<file path="src/rtl/uart_frame_rx.sv">
// uart_frame_rx
// Collects "&&"-delimited frames from a UART byte stream into a payload
// buffer. A lone '&' followed by a non-'&' byte is payload data; "&&" inside
// a frame closes it. Reports good frames (frame_done/frame_len) and aborted
// frames (frame_err) as one-cycle pulses, and exposes the buffer through a
// registered read port.

module uart_frame_rx #(
  parameter int MAX_LEN     = 128,
  parameter int TIMEOUT_CYC = 1_000_000
) (
  input  logic                       sys_clk,
  input  logic                       sys_rst,
  input  logic [7:0]                 rx_data,
  input  logic                       rx_vld,
  input  logic [$clog2(MAX_LEN)-1:0] rd_addr,
  output logic [7:0]                 rd_data,
  output logic [7:0]                 frame_len,
  output logic                       frame_done,
  output logic                       frame_err,
  output logic                       rx_busy
);

  localparam int AW = $clog2(MAX_LEN);
  localparam int TW = $clog2(TIMEOUT_CYC + 1);

  localparam logic [7:0]    AMP_CHAR  = 8'h26;
  localparam logic [8:0]    MAX_LEN9  = 9'(MAX_LEN);
  localparam logic [TW-1:0] TMO_LIMIT = TW'(TIMEOUT_CYC);
  localparam logic [AW-1:0] ADDR_ONE  = AW'(1);

  typedef enum logic [2:0] {
    ST_IDLE    = 3'd0,
    ST_SOF1    = 3'd1,
    ST_PAYLOAD = 3'd2,
    ST_AMP     = 3'd3,
    ST_DONE    = 3'd4
  } state_t;

  // True when 'add' more bytes still fit in the buffer after 'cnt' bytes.
  // Widened to 9 bits so cnt = 255 cannot wrap.
  function automatic logic room_for(input logic [7:0] cnt, input logic [8:0] add);
    return (({1'b0, cnt} + add) <= MAX_LEN9);
  endfunction

  // Registers
  state_t        r_state;
  logic [7:0]    r_count;
  logic [TW-1:0] r_tmo;
  logic [7:0]    r_frame_len;
  logic [7:0]    r_rd_data;
  logic          r_done;
  logic          r_err;
  logic          r_busy;
  logic [7:0]    r_buf [MAX_LEN];

  // Combinational next-state / write-port signals
  state_t        w_state_nxt;
  logic [7:0]    w_count_nxt;
  logic          w_we;
  logic [AW-1:0] w_waddr;
  logic [7:0]    w_wdata;
  logic          w_err;
  logic          w_is_amp;
  logic          w_in_frame;
  logic          w_tmo_hit;

  assign w_is_amp   = (rx_data == AMP_CHAR);
  assign w_in_frame = (r_state == ST_SOF1) || (r_state == ST_PAYLOAD) || (r_state == ST_AMP);
  // The counter has already sat at the limit for a whole cycle: the frame
  // is stale. This takes priority over a strobe arriving in the same cycle.
  assign w_tmo_hit  = w_in_frame && (r_tmo == TMO_LIMIT);

  // Next-state, byte-count and buffer-write decode for the frame parser.
  always_comb begin
    w_state_nxt = r_state;
    w_count_nxt = r_count;
    w_we        = 1'b0;
    w_waddr     = r_count[AW-1:0];
    w_wdata     = rx_data;
    w_err       = 1'b0;

    if (w_tmo_hit) begin
      w_state_nxt = ST_IDLE;
      w_err       = 1'b1;
    end else begin
      case (r_state)
        ST_IDLE: begin
          if (rx_vld && w_is_amp) begin
            w_state_nxt = ST_SOF1;
          end else begin
            w_state_nxt = ST_IDLE;
          end
        end

        ST_SOF1: begin
          if (rx_vld) begin
            if (w_is_amp) begin
              w_state_nxt = ST_PAYLOAD;
              w_count_nxt = 8'd0;
            end else begin
              // Stray single '&' outside a frame: silently resync.
              w_state_nxt = ST_IDLE;
            end
          end else begin
            w_state_nxt = ST_SOF1;
          end
        end

        ST_PAYLOAD: begin
          if (rx_vld) begin
            if (w_is_amp) begin
              // Park the '&' at buf[count] speculatively; it becomes data
              // only if the next byte is not '&'. Count is not advanced.
              if (room_for(r_count, 9'd1)) begin
                w_we    = 1'b1;
                w_wdata = AMP_CHAR;
              end else begin
                w_we    = 1'b0;
              end
              w_state_nxt = ST_AMP;
            end else if (room_for(r_count, 9'd1)) begin
              w_we        = 1'b1;
              w_count_nxt = r_count + 8'd1;
              w_state_nxt = ST_PAYLOAD;
            end else begin
              w_err       = 1'b1;
              w_state_nxt = ST_IDLE;
            end
          end else begin
            w_state_nxt = ST_PAYLOAD;
          end
        end

        ST_AMP: begin
          if (rx_vld) begin
            if (w_is_amp) begin
              // Closing "&&": the parked '&' lies beyond count and is dropped.
              w_state_nxt = ST_DONE;
            end else if (room_for(r_count, 9'd2)) begin
              // Escaped '&' plus this byte: both become payload.
              w_we        = 1'b1;
              w_waddr     = r_count[AW-1:0] + ADDR_ONE;
              w_count_nxt = r_count + 8'd2;
              w_state_nxt = ST_PAYLOAD;
            end else begin
              w_err       = 1'b1;
              w_state_nxt = ST_IDLE;
            end
          end else begin
            w_state_nxt = ST_AMP;
          end
        end

        ST_DONE: begin
          // Single-cycle state; a strobe here is treated as in IDLE.
          if (rx_vld && w_is_amp) begin
            w_state_nxt = ST_SOF1;
          end else begin
            w_state_nxt = ST_IDLE;
          end
        end

        default: begin
          w_state_nxt = ST_IDLE;
        end
      endcase
    end
  end

  // State and byte-count registers; reset abandons any frame in progress.
  always_ff @(posedge sys_clk) begin
    if (sys_rst) begin
      r_state <= ST_IDLE;
      r_count <= 8'd0;
    end else begin
      r_state <= w_state_nxt;
      r_count <= w_count_nxt;
    end
  end

  // Inter-byte idle counter: cleared by every strobe, saturates at the limit.
  always_ff @(posedge sys_clk) begin
    if (sys_rst) begin
      r_tmo <= '0;
    end else if (rx_vld) begin
      r_tmo <= '0;
    end else if (r_tmo != TMO_LIMIT) begin
      r_tmo <= r_tmo + ADDR_ONE_TW();
    end else begin
      r_tmo <= r_tmo;
    end
  end

  // Constant one at the timer width (keeps the increment width-exact).
  function automatic logic [TW-1:0] ADDR_ONE_TW();
    return TW'(1);
  endfunction

  // Status outputs, registered from the next-state decode so they line up
  // with the cycle after the causing strobe or timeout.
  always_ff @(posedge sys_clk) begin
    if (sys_rst) begin
      r_done      <= 1'b0;
      r_err       <= 1'b0;
      r_busy      <= 1'b0;
      r_frame_len <= 8'd0;
    end else begin
      r_done <= (w_state_nxt == ST_DONE);
      r_err  <= w_err;
      r_busy <= (w_state_nxt == ST_PAYLOAD) || (w_state_nxt == ST_AMP);
      if (w_state_nxt == ST_DONE) begin
        r_frame_len <= r_count;
      end else begin
        r_frame_len <= r_frame_len;
      end
    end
  end

  // Payload buffer write port; contents survive reset by design.
  always_ff @(posedge sys_clk) begin
    if (w_we && !sys_rst) begin
      r_buf[w_waddr] <= w_wdata;
    end
  end

  // Registered read port; a same-cycle write to the same address is not
  // visible until the following read (old data is returned).
  always_ff @(posedge sys_clk) begin
    if (sys_rst) begin
      r_rd_data <= 8'd0;
    end else begin
      r_rd_data <= r_buf[rd_addr];
    end
  end

  assign rd_data    = r_rd_data;
  assign frame_len  = r_frame_len;
  assign frame_done = r_done;
  assign frame_err  = r_err;
  assign rx_busy    = r_busy;

endmodule
</file>
<file path="config.mk">
export PLATFORM = sky130hd
export DESIGN_NAME = uart_frame_rx
export DESIGN_NICKNAME = d
export VERILOG_FILES = /design/src/rtl/uart_frame_rx.sv
export SDC_FILE = /design/constraint.sdc
export NUM_CORES = 1
export LEC_CHECK = 0
export ABC_AREA = 1
export CAP_MARGIN = 20
export CORE_AREA = 4 4 310 312
export DETAILED_ROUTE_END_ITERATION = 8
export DIE_AREA = 0 0 314 316
export GPL_ROUTABILITY_DRIVEN = 0
export PLACE_DENSITY = 0.59
export SYNTH_ARGS = -nofsm -noshare
export SYNTH_HDL_FRONTEND = slang
export SYNTH_SLANG_ARGS = --single-unit
</file>
<file path="constraint.sdc">
create_clock -name sys_clk -period 5.25 [get_ports sys_clk]
set_input_delay 1.3125 -clock sys_clk [delete_from_list [all_inputs] [get_ports sys_clk]]
set_output_delay 1.3125 -clock sys_clk [all_outputs]
set_load 0.03 [all_outputs]
</file>
==> impl_metrics.tcl <==
set metrics [dict create \
    grt_pass1_vias 28215 \
    numCtsBuffers 106 \
    clk-insertion-delay-late_ns 0.67 \
    cts_sinks 1074 \
    rr_endpoint "r_buf[13][4]$_DFFE_PP_" \
    multi_input_area_um2 10590 \
    fillers 8091 \
    hold_buffers 0 \
    start_kind "primary input" \
    relSlewSlack_pct 31.26 \
    htreeDepth 3 \
    cp-endpoint "r_buf[13][4]$_DFFE_PP_" \
    cts_setup_buffers 0 \
    die_x_um 314 \
    regArea_um2 31750 \
    cts-root-buf "clkbuf_16" \
    worstSetupEndpointType "flip-flop" \
    portBuffers 36 \
    antenna_found_initial 0 \
    cp.arrival_ns 4.64 \
    fin_crit_sh_pct 82.88 \
    fin_area_um2 48860 \
    synth.net_count 3696 \
    clk_pin_slew_ns 0.06 \
    layout-drive-gt1-share_pct 8.123 \
    synth-seq-cells 1074 \
    ios 37 \
    ys_types 39 \
    grt_pass1_wl_um 177800 \
    ys_warn_count 0 \
    clock_skew_ns 0.01715 \
    synth_edf_count 1024 \
    synth.avg_cell_area_um2 11.86 \
    yosysTopAreaCellShare_pct 70.59 \
    core.rowCount 112 \
    drt-pass1-iter-count 6 \
    yosysSeqAreaShare_pct 72.89 \
    synth_largest_area_cell "edfxtp_1" \
    dieArea_um2 99220 \
    worst_pin_slew_ns 1.031 \
    finalSetupTns_ns 0 \
    core_area_um2 93050 \
    viasPerCell 5.781 \
    path_class "in2reg" \
    nets 3691 \
    syn_area_um2 43560 \
    async_flop_share_pct 0 \
    synth_most_common_cell "edfxtp_1" \
    crit_start "rx_vld" \
    drtIter0Drc 3428 \
    place_area_um2 45410 \
    min_period_ns 4.351 \
    grt_max_degree 133 \
    syn_to_final_growth_pct 12.17 \
    status "complete, no violations" \
    hold_class "reg2reg" \
    ff2ff_path_depth 13 \
    ir_drop_v 0.0002851 \
    hold_viol 0 \
    grt-ovfl-total 0 \
    vias 28967 \
    drv_slew 0 \
    p_leak_nw 15.88 \
    yosys-top-cells-count "1,024 x edfxtp_1, 712 x nor2_1, 579 x o21ai_0" \
    ant_nets 0 \
    cts_tree "yes" \
    grt.total_usage_pct 23.73 \
    r2r_slack_ns 0.92 \
    cts_resized 0 \
    routed_wl_um 118400 \
    die-height_um 316 \
    synth_area_leaders "edfxtp_1 71%, o21ai_0 6.7%, nor2_1 6.1%, nand2_1 3.8%, o22ai_1 3.7%" \
    finalSetupViolations 0 \
    initial_core_util_pct 46.81 \
    drc 0 \
    cp.required_ns 5.54 \
    cts.path.max_buffers 3 \
    synthCells 3673 \
    fmax_ghz 0.2298 \
    synthFlopType "edfxtp_1" \
    hpwl_um 69060 \
    worst-path-max-fanout 8 \
    rsz0062_at_grt "false" \
    p_per_area_nw_per_um2 367.0 \
    maxCapViolCount 0 \
    wl_per_cell_um 23.62 \
    worstReg2RegStart "r_count[1]$_SDFFE_PP0P_" \
]
stage by stage:
stage                     total power, mW  hold WS (ns)  utilization, %  instances  setup WS, ns
after floorplan                     10.17        0.4473               -       3673         1.396
after global placement              10.57        0.4600           48.81       4814        0.3121
after detailed placement            10.57        0.4755           48.81       4814        0.2640
after CTS                           18.05        0.4859           52.51       5009        0.9786
after global routing                18.51        0.5248           52.51       5009        0.6326
final                               17.93        0.4838           52.51       5011        0.8987
worst max-delay path, cell delays in order:
cell and delay, ns:
clkdlybuf4s50_1 0.59, inv_1 0.09, nor2_1 0.18, nand3_2 0.20, inv_1 0.14, nand2_2 0.12
nand2_1 0.10, o21ai_2 0.08, nor2_1 0.56, nand2_1 0.54, nor2_1 0.70
report_power, final:
group          internal [mW]  leakage (nW)  switching (mW)  total, mW
Clock                   4.32          1.70            3.22       7.54
Sequential              9.38          9.60         0.00229       9.38
Combinational          0.252          4.58           0.758       1.01
Total                   14.0          15.9            3.98       17.9
state kept, by name (all words and copies together), names as in the netlist:
register / flops
r_buf: 1024
frame_len: 8
r_count: 8
frame_err: 1
rx_busy: 1
r_state: 3
rd_data: 8
frame_done: 1
r_tmo: 20
cells in the final DEF, fill, tap and decap left out, types with 15 or more instances in the layout:
master | synthesis | layout
dfxtp_1 | 50 | 50
clkbuf_16 | 0 | 109
buf_4 | 4 | 92
clkbuf_1 | 192 | 19
clkdlybuf4s50_1 | 0 | 23
clkinv_2 | 0 | 26
buf_12 | 0 | 15
edfxtp_1 | 1024 | 1024
clkinv_1 | 3 | 17
a21oi_1 | 34 | 34
o21ai_0 | 579 | 579
o22ai_1 | 259 | 259
nand3_1 | 196 | 196
nor2_1 | 712 | 712
nand2_1 | 436 | 436
nor3_1 | 15 | 15
inv_1 | 55 | 53
area by class of cell:
type | instances | share of cell area, %
antenna | 2 | 0.01024
tap | 1254 | 3.211
clock inverter | 64 | 1.268
inverter | 63 | 0.5147
clock buffer | 131 | 5.777
timing repair buffer | 134 | 2.574
sequential | 1074 | 64.98
multi-input combinational | 2289 | 21.66
kinds of logic after synthesis:
family / count (synthesis) / share of synthesized area, %
AOI/OAI and AO/OA: 888 / 11.07
xor gates and xnor gates: 3 / 0.06033
adders and majority gates: 5 / 0.1436
buffers and inverters: 310 / 2.806
DFF: 1074 / 72.89
and+or+nand+nor: 1393 / 13.02
routing by layer:
| metal | vias up | routed length [µm] | part of all wire, % | global-route usage, % |
|---|---|---|---|---|
| met4 | 0 | 3014 | 2.5 | 7.319 |
| met5 | - | 0 | 0 | 0 |
| met3 | 180 | 9019 | 7.6 | 3.769 |
| li1 | 13315 | - | - | - |
| met2 | 1264 | 55160 | 47 | 37.44 |
| met1 | 14208 | 51160 | 43 | 34.22 |
how the worst min path moves through the flow:
stage | startpoint | to | slack (ns) | cells past startpoint
6_report | r_tmo[0]$_SDFFE_PP0P_ | r_tmo[0]$_SDFFE_PP0P_ | 0.48 | 1
5_1_grt | r_tmo[0]$_SDFFE_PP0P_ | r_tmo[0]$_SDFFE_PP0P_ | 0.52 | 1
4_1_cts | r_tmo[0]$_SDFFE_PP0P_ | r_tmo[0]$_SDFFE_PP0P_ | 0.49 | 1
3_5_place_dp | r_tmo[0]$_SDFFE_PP0P_ | r_tmo[0]$_SDFFE_PP0P_ | 0.48 | 1
3_3_place_gp | r_tmo[0]$_SDFFE_PP0P_ | r_tmo[0]$_SDFFE_PP0P_ | 0.46 | 1
2_1_floorplan | r_tmo[0]$_SDFFE_PP0P_ | r_tmo[0]$_SDFFE_PP0P_ | 0.45 | 1
Power figures use the tool's default switching activity.
